--- config.mk ---
export PLATFORM = sky130hd
export DESIGN_NAME = delay_monitor
export DESIGN_NICKNAME = d
export VERILOG_FILES = /design/src/rtl/delay_monitor.sv
export SDC_FILE = /design/constraint.sdc
export NUM_CORES = 1
export LEC_CHECK = 0
export ABC_CLOCK_PERIOD_IN_PS = 4200
export CAP_MARGIN = 20
export CELL_PAD_IN_SITES_DETAIL_PLACEMENT = 1
export CELL_PAD_IN_SITES_GLOBAL_PLACEMENT = 2
export CORE_MARGIN = 2
export CORE_UTILIZATION = 37
export DETAILED_ROUTE_END_ITERATION = 10
export PLACE_DENSITY = 0.86
export SKIP_CTS_REPAIR_TIMING = 1
export SYNTH_ARGS = -nofsm -noshare
export SYNTH_HDL_FRONTEND = slang
export SYNTH_SLANG_ARGS = --single-unit
--- constraint.sdc ---
create_clock -name clk -period 4.2 [get_ports clk]
set_clock_uncertainty 0.15 [all_clocks]
set_input_delay 0.63 -clock clk [delete_from_list [all_inputs] [get_ports clk]]
set_output_delay 0.63 -clock clk [all_outputs]
set_load 0.02 [all_outputs]
--- src/rtl/delay_monitor.sv ---
// delay_monitor: checks the interval between sig pulses against N+1 +/- TOL cycles.
// Optional macro DELAY_MON_STICKY_EN makes err latch on the first violation until rst.
`default_nettype none

module delay_monitor #(
  parameter int N        = 750,
  parameter int CBITS    = 10,
  parameter int TOL      = 0,
  parameter int LOCK_CNT = 2,
  parameter int ECBITS   = 8
) (
  input  logic              clk,
  input  logic              rst,
  input  logic              sig,
  output logic              lock,
  output logic              early,
  output logic              late,
  output logic              err,
  output logic [CBITS-1:0]  period,
  output logic [ECBITS-1:0] err_cnt
);

  localparam int GBITS = (LOCK_CNT < 1) ? 1 : $clog2(LOCK_CNT + 1);

  localparam logic [CBITS-1:0] LO       = CBITS'(N + 1 - TOL);
  localparam logic [CBITS-1:0] HI       = CBITS'(N + 1 + TOL);
  localparam logic [GBITS-1:0] GOOD_MAX = GBITS'(LOCK_CNT);

  localparam logic [1:0] SEEK = 2'd0;
  localparam logic [1:0] MEAS = 2'd1;
  localparam logic [1:0] LOCK = 2'd2;

  logic [1:0]       state;
  logic [CBITS-1:0] cnt;
  logic [GBITS-1:0] good;
  logic [GBITS-1:0] good_next;
  logic             armed;
  logic             ev_early;
  logic             ev_late;
  logic             ev_any;

  // A pulse seen in SEEK only arms the measurement, so it can never be a violation.
  assign armed     = (state != SEEK);
  assign ev_early  = armed && sig && (cnt < LO);
  assign ev_late   = armed && !sig && (cnt == HI);
  assign ev_any    = ev_early || ev_late;
  assign good_next = (good == GOOD_MAX) ? good : good + GBITS'(1);

  always_ff @(posedge clk or posedge rst) begin
    if (rst) begin
      state   <= SEEK;
      cnt     <= '0;
      good    <= '0;
      lock    <= 1'b0;
      early   <= 1'b0;
      late    <= 1'b0;
      period  <= '0;
    end else begin
      early <= ev_early;
      late  <= ev_late;
      if (!armed) begin
        if (sig) begin
          state <= MEAS;
          cnt   <= CBITS'(1);
          good  <= '0;
        end
      end else if (sig) begin
        // cnt == HI with sig=1 lands here and counts as a good interval.
        period <= cnt;
        cnt    <= CBITS'(1);
        if (ev_early) begin
          good  <= '0;
          state <= MEAS;
          lock  <= 1'b0;
        end else begin
          good <= good_next;
          if (good_next == GOOD_MAX) begin
            state <= LOCK;
            lock  <= 1'b1;
          end else begin
            state <= MEAS;
          end
        end
      end else if (ev_late) begin
        good  <= '0;
        state <= SEEK;
        lock  <= 1'b0;
      end else begin
        cnt <= cnt + CBITS'(1);
      end
    end
  end

  always_ff @(posedge clk or posedge rst) begin
    if (rst) begin
      err_cnt <= '0;
    end else if (ev_any && (err_cnt != {ECBITS{1'b1}})) begin
      err_cnt <= err_cnt + ECBITS'(1);
    end
  end

`ifdef DELAY_MON_STICKY_EN
  always_ff @(posedge clk or posedge rst) begin
    if (rst) begin
      err <= 1'b0;
    end else if (ev_any) begin
      err <= 1'b1;
    end
  end
`else
  always_ff @(posedge clk or posedge rst) begin
    if (rst) begin
      err <= 1'b0;
    end else begin
      err <= ev_any;
    end
  end
`endif

endmodule

`default_nettype wire

==> results of run 1 <==
[cells in the mapped netlist, drive strengths merged]
| cell type | instances |
|---|---|
| a21oi | 4 |
| a22o | 1 |
| a31oi | 3 |
| a41oi | 3 |
| and2 | 1 |
| and3 | 7 |
| clkbuf | 4 |
| dfrtp | 35 |
| ha | 3 |
| inv | 6 |
| mux2 | 11 |
| mux2i | 2 |
| nand2 | 6 |
| nand2b | 2 |
| nand3 | 10 |
| nand4 | 3 |
| nor2 | 17 |
| nor2b | 1 |
| nor3 | 3 |
| o2111a | 1 |
| o211ai | 1 |
| o21ai | 3 |
| o21bai | 1 |
| o22a | 1 |
| o31ai | 1 |
| o32ai | 1 |
| or2 | 1 |
| or3 | 1 |
| or3b | 1 |
| xnor2 | 8 |
| xor2 | 2 |
[critical path: stages]
cell and delay [ns]:
clkdlybuf4s50_1 1.00, mux2i_4 0.46, nand2_2 0.15, mux2_4 0.32
[cells in the final DEF, fill, tap and decap left out, drive strengths merged, types with 6 or more instances in the layout]
cell,instances
inv,6
xnor2,8
dfrtp,35
mux2,11
and3,7
clkdlybuf4s50,24
nand3,10
nand2,6
nor2,17
clkbuf,6
[power by group]
part	switching (mW)	internal, mW	leakage, nW
sequential	0.0449	0.379	0.462
combinational	0.121	0.122	0.375
clock	0.111	0.110	0.0371
[final timing paths]
| path | start | endpoint | slack [ns] | cells after the start |
|---|---|---|---|---|
| min in group asynchronous | rst | cnt[4]$_DFFE_PP0P_ | 0.60 | 3 |
| min | period[9]$_DFFE_PP0P_ | period[9]$_DFFE_PP0P_ | 0.35 | 2 |
| min reg2reg | period[9]$_DFFE_PP0P_ | period[9]$_DFFE_PP0P_ | 0.35 | 2 |
| max | sig | err_cnt[1]$_DFFE_PP0P_ | 1.65 | 4 |
| max in group asynchronous | rst | cnt[5]$_DFFE_PP0P_ | 2.97 | 3 |
| max reg2reg | cnt[4]$_DFFE_PP0P_ | err_cnt[1]$_DFFE_PP0P_ | 1.85 | 5 |
[per-layer routing]
layer | GRT usage (%) | vias up | routed length [um]
met1 | 21.7 | 605 | 1720
met4 | 5.03 | 0 | 48
met2 | 24.7 | 16 | 1630
met3 | 4.27 | 6 | 121
li1 | - | 560 | -
met5 | 0 | - | 0
[registers in the layout (all words and copies together), names as in the netlist]
signal,cells
cnt,10
period,10
err_cnt,8
state,2
early,1
err,1
good,1
late,1
lock,1
[kinds of logic after synthesis]
| logic type | Yosys count |
|---|---|
| simple gates | 53 |
| flops | 35 |
| compound gates | 20 |
| mux | 13 |
| xor+xnor | 10 |
| buf+inv | 10 |
| fa+ha+maj | 3 |
[per-stage QoR]
| step | instance area [sq um] | util [%] | total power, mW |
|---|---|---|---|
| finish | 2010 | 46.5 | 0.888 |
| global route | 2010 | 46.5 | 0.943 |
| CTS | 2010 | 46.5 | 0.900 |
| detailed placement | 1940 | 44.8 | 0.677 |
| global placement | 1940 | 44.8 | 0.665 |
| floorplan | 1640 | - | 0.567 |
[cell type report]
cell class / count / area (sq um)
clock buffer: 6 / 72.6
timing repair buffer: 25 / 248
multi-input combinational: 99 / 727
fill: 493 / 2310
tap: 52 / 65.1
sequential: 35 / 876
inverter: 6 / 22.5
==> results by group, run 1 <==
Outcome
  • Status: finished, final reports clean

Synth
  • Simple logic cell fraction of the synthesized area: 17.0%
  • Cell Area, Synth: 1640 sq um
  • Syn. warnings: 0
  • XOR/XNOR Fraction of Synth Area: 5.34%
  • Syn Nets: 150
  • Main combinational cell family by area after synthesis: simple AND/OR/NAND/NOR gates
  • Synth area leader: dfrtp_1
  • Compound-gate portion of the synthesized area: 9.69%
  • Mux cell area share after synthesis: under 10%
  • Synth unique cells: 36
  • Syn Area/Cell: ~11 sq um
  • Sequential element share of the synthesized area: 53.4%
  • Mapped Cells: 144
  • Synth area leaders: dfrtp_1 53%, mux2_2 6.2%, xnor2_1 4.3%
  • Synthesized flop and latch total: 35
  • Share of the synthesized area in the top cell type: 53.4%
  • Adder-cell share of the synthesized area: under 10%

Placement
  • Post-Place Cells: 217
  • PortBufs: 24
  • Post-DP HPWL: 2540 um
  • Placer Congestion: 0.795
  • Pre-CTS WS: ~1.4 ns

Routing
  • DR vias/cell: approximately 5.3
  • DR vias: 1187
  • Drt initial violations: 44
  • Antenna viol nets, final: 0
  • First drt pass iteration count: 3
  • Total Wirelength: 3530 um
  • Wire per inst: 15.8 um
  • Residual DRC count: 0

GRT
  • Largest net degree at the start of global routing: 36
  • Grt total ovfl: 0
  • Vias in the first global route: 1254
  • Global-route wire length before repair: 6240 um
  • Antenna violations before repair: 0
  • GRT Total Usage: 15.9%

Power and ir drop
  • Max rail drop VDD: 0.000263 V
  • PwrDens: 442 nW/um^2
  • Static leakage power: 0.874 nW

Floorplanning
  • Initial core utilization: 37.9%
  • Core Rows: 24
  • I/O pin cnt: 25
  • Die Span Y: 70.6 um
  • Die X: slightly above 70 um
  • Core footprint: roughly 4300 sq um
  • Die area: between 4000 and 5000 sq um

Cells and area
  • Nets@finish: 178
  • Area Growth Syn to Fin: 22.6%
  • Ratio of cells with drive above 1 in the final layout: 15.2%
  • Ant. Diodes: 0
  • Fin cells: 223

Flow run
  • MaxCap Viol Count: 0

Clock network
  • Worst skew pair latency: 0.28 ns
  • Clk slew on worst S/H paths: 0.06 ns
  • CTS Sinks: 35
  • CTS Buf Count: 5
  • CTS tree: yes
  • Clock root cell: clkbuf_8
  • Longest Clk Path Bufs: 2
  • H-tree depth: 2

Timing
  • RSZ-0062 raised after global routing: no
  • Worst-case hold slack: 0.348 ns
  • PnR worst setup slack: around 1.6 ns
  • Final Cycle Share: 60.8%
  • Endpoints failing setup: 0
  • Final Hold Vio Count: 0
  • Setup TNS: 0 ns
  • Relative slew slack: 45.5%
  • Minimum clock period: 2.55 ns
  • Slew Limit Fails: 0
  • Worst Max-Slew Pin Slew: 0.815 ns
  • FMAX: 392 MHz

Worst setup path
  • Critical Path AT: 2.57 ns
  • Data required, critical path: roughly 4.2 ns
  • Crit Path Max Fanout: 20
  • Critical path capture point type: flop
  • Startpoint Class: input pin
  • Kind of critical path: input pin to flop

Min path
  • Worst min-delay path class: flop to flop
No activity file was read; power rests on OpenSTA's default activity.
==> run 2: changes to the inputs <==
ABC_CLOCK_PERIOD_IN_PS = 2700   (was 4200)
CORE_UTILIZATION = 34   (was 37)
PLACE_DENSITY = 0.81   (was 0.86)
clock period = 2.7 ns   (was 4.2 ns; I/O delays follow)
==> results by group, run 2 (same netlist as run 1, synthesis figures left out) <==
Power and ir drop
  • Pwr Total: 1.46 mW (+64%)
  • PwrDens: 708 nW/um^2 (+60%)
  • Max rail drop VDD: 0.000420 V (+60%)
  • Static leakage power: 0.898 nW (+2.7%)

Placement
  • Placer Congestion: 0.781 (-1.8%)
  • Pre-CTS WS: 0.391 ns (-0.987 ns)
  • DP Area: 1960 sq um (+0.90%)
  • PortBufs: 24 (unchanged)
  • Post-DP HPWL: 2670 um (+4.9%)

GRT
  • Largest net degree at the start of global routing: 36 (unchanged)
  • Global-route wire length before repair: 6100 um (-2.2%)
  • GRT Total Usage: 15.1% (-0.78 points)
  • Antenna violations before repair: 0 (unchanged)
  • Vias in the first global route: 1286 (+2.6%)
  • Grt total ovfl: 0 (unchanged)

Cells and area
  • Biggest regs: cnt x10, period x10, err_cnt x8
  • Most common cell after layout, fill and taps aside: dfrtp_1
  • Ant. Diodes: 0 (unchanged)
  • Most frequent cells in the layout: 35 x dfrtp_1, 24 x clkdlybuf4s50_1, 17 x nor2_1
  • Nets@finish: 180 (+1.1%)
  • Final instance area: 2060 sq um (+2.2%)
  • Area Growth Syn to Fin: 25.3%
  • Ratio of cells with drive above 1 in the final layout: 17.1% (+1.9 points)

Floorplanning
  • Die Span Y: 73.5 um (+4.1%)
  • I/O pin cnt: 25 (unchanged)
  • Die X: 73.5 um (+4.1%)
  • Core footprint: 4690 sq um (+8.5%)
  • Initial core utilization: 35.0% (-3.0 points)
  • Core Rows: 25 (+4.2%)
  • Die area: 5400 sq um (+8.3%)

Routing
  • Antenna viol nets, final: 0 (unchanged)
  • First drt pass iteration count: 4 (+1)
  • Wire per inst: 15.7 um (-0.94%)
  • Drt initial violations: 39 (-11%)
  • DR vias/cell: 5.24 (-1.6%)
  • DR vias: 1200 (+1.1%)
  • Residual DRC count: 0 (unchanged)
  • Total Wirelength: 3590 um (+1.7%)

Worst setup path
  • Data required, critical path: 2.72 ns (-1.49 ns)
  • Crit Path Max Fanout: 8 (-60%)
  • Critical path's largest stage delay: 0.45 ns (-0.55 ns)
  • R2r setup slk: 0.37 ns (-1.48 ns)
  • Critical Path AT: 2.35 ns (-0.22 ns)
  • Critical Path Sink: err_cnt[7]$_DFFE_PP0P_
  • Worst Setup SP: cnt[4]$_DFFE_PP0P_
  • RR Endpoint: err_cnt[7]$_DFFE_PP0P_
  • Kind of critical path: flop to flop
  • Cell family with most CP delay: simple AND/OR/NAND/NOR gates
  • WP depth: 5 (+1)
  • Startpoint Class: flop
  • Crit path cell chain: or3b_4 -> or3_4 -> mux2i_4 -> nand4_2 -> mux2_4
  • CP bufs+invs: 0 (-1)
  • Critical path capture point type: flop
  • Worst reg2reg path startpoint: cnt[4]$_DFFE_PP0P_
  • Crit-path slowest cell: dfrtp_1
  • R2R cell count: 5 (unchanged)

Timing
  • Final Hold Vio Count: 0 (unchanged)
  • Relative slew slack: 63.8% (+18 points)
  • Final Cycle Share: between 80% and 90%
  • Endpoints failing setup: 0 (unchanged)
  • FMAX: 429 MHz
  • Worst-case hold slack: 0.333 ns (-0.0158 ns)
  • RSZ-0062 raised after global routing: no
  • Setup TNS: 0 ns (unchanged)
  • Slew Limit Fails: 0 (unchanged)
  • PnR worst setup slack: 0.370 ns (-1.28 ns)
  • Minimum clock period: 2.33 ns
  • Worst Max-Slew Pin Slew: 0.540 ns (-0.275 ns)

Clock network
  • CTS Buf Count: 5 (unchanged)
  • Longest Clk Path Bufs: 2 (unchanged)
  • Worst skew pair latency: 0.29 ns (about the same)
  • Clk slew on worst S/H paths: 0.07 ns (about the same)
  • CTS Sinks: 35 (unchanged)
  • Clock root cell: clkbuf_8
  • CTS tree: yes
  • H-tree depth: 2 (unchanged)

Flow run
  • MaxCap Viol Count: 0 (unchanged)

Min path
  • Worst min-delay path class: flop to flop
  • Worst hold stages: 2 (unchanged)

Outcome
  • Status: finished, final reports clean
## run 2: area by class of cell
type                       instances  area, sq um
fill                             521         2640
sequential                        35          876
multi-input combinational         99          727
timing repair buffer              27          263
clock buffer                       8          100
tap                               54         67.6
inverter                           6         22.5
## run 2: worst reg2reg max path, cell delays in order, from the launching register on
cell and delay [ns]:
dfrtp_1 0.45, or3b_4 0.44, or3_4 0.42, mux2i_4 0.29, nand4_2 0.15, mux2_4 0.31
## run 2: stage by stage
stage	cells	util (%)
CTS	229	43.8
finish	229	43.8
detailed placement	221	41.7
global placement	221	41.7
global route	229	43.8
floorplan	144	-
## run 2: how the worst min path moves through the flow
stage	start	to
floorplan	cnt[3]$_DFFE_PP0P_	cnt[3]$_DFFE_PP0P_
global placement	period[9]$_DFFE_PP0P_	period[9]$_DFFE_PP0P_
detailed placement	period[9]$_DFFE_PP0P_	period[9]$_DFFE_PP0P_
CTS	period[9]$_DFFE_PP0P_	period[9]$_DFFE_PP0P_
global route	period[9]$_DFFE_PP0P_	period[9]$_DFFE_PP0P_
finish	period[9]$_DFFE_PP0P_	period[9]$_DFFE_PP0P_
## run 2: report_power, final
part           internal [mW]  switching, mW  total [mW]  leakage (nW)
logic                  0.193          0.189       0.382         0.385
registers              0.589         0.0706       0.660         0.462
clock network          0.233          0.181       0.414        0.0515
## run 2: metal layers
metal	wire length (um)	vias to the layer above	GRT usage [%]
met3	124	7	4.12
met2	1800	21	26.1
li1	-	566	-
met1	1610	606	17.5
met5	0	-	0
met4	59	0	6.06
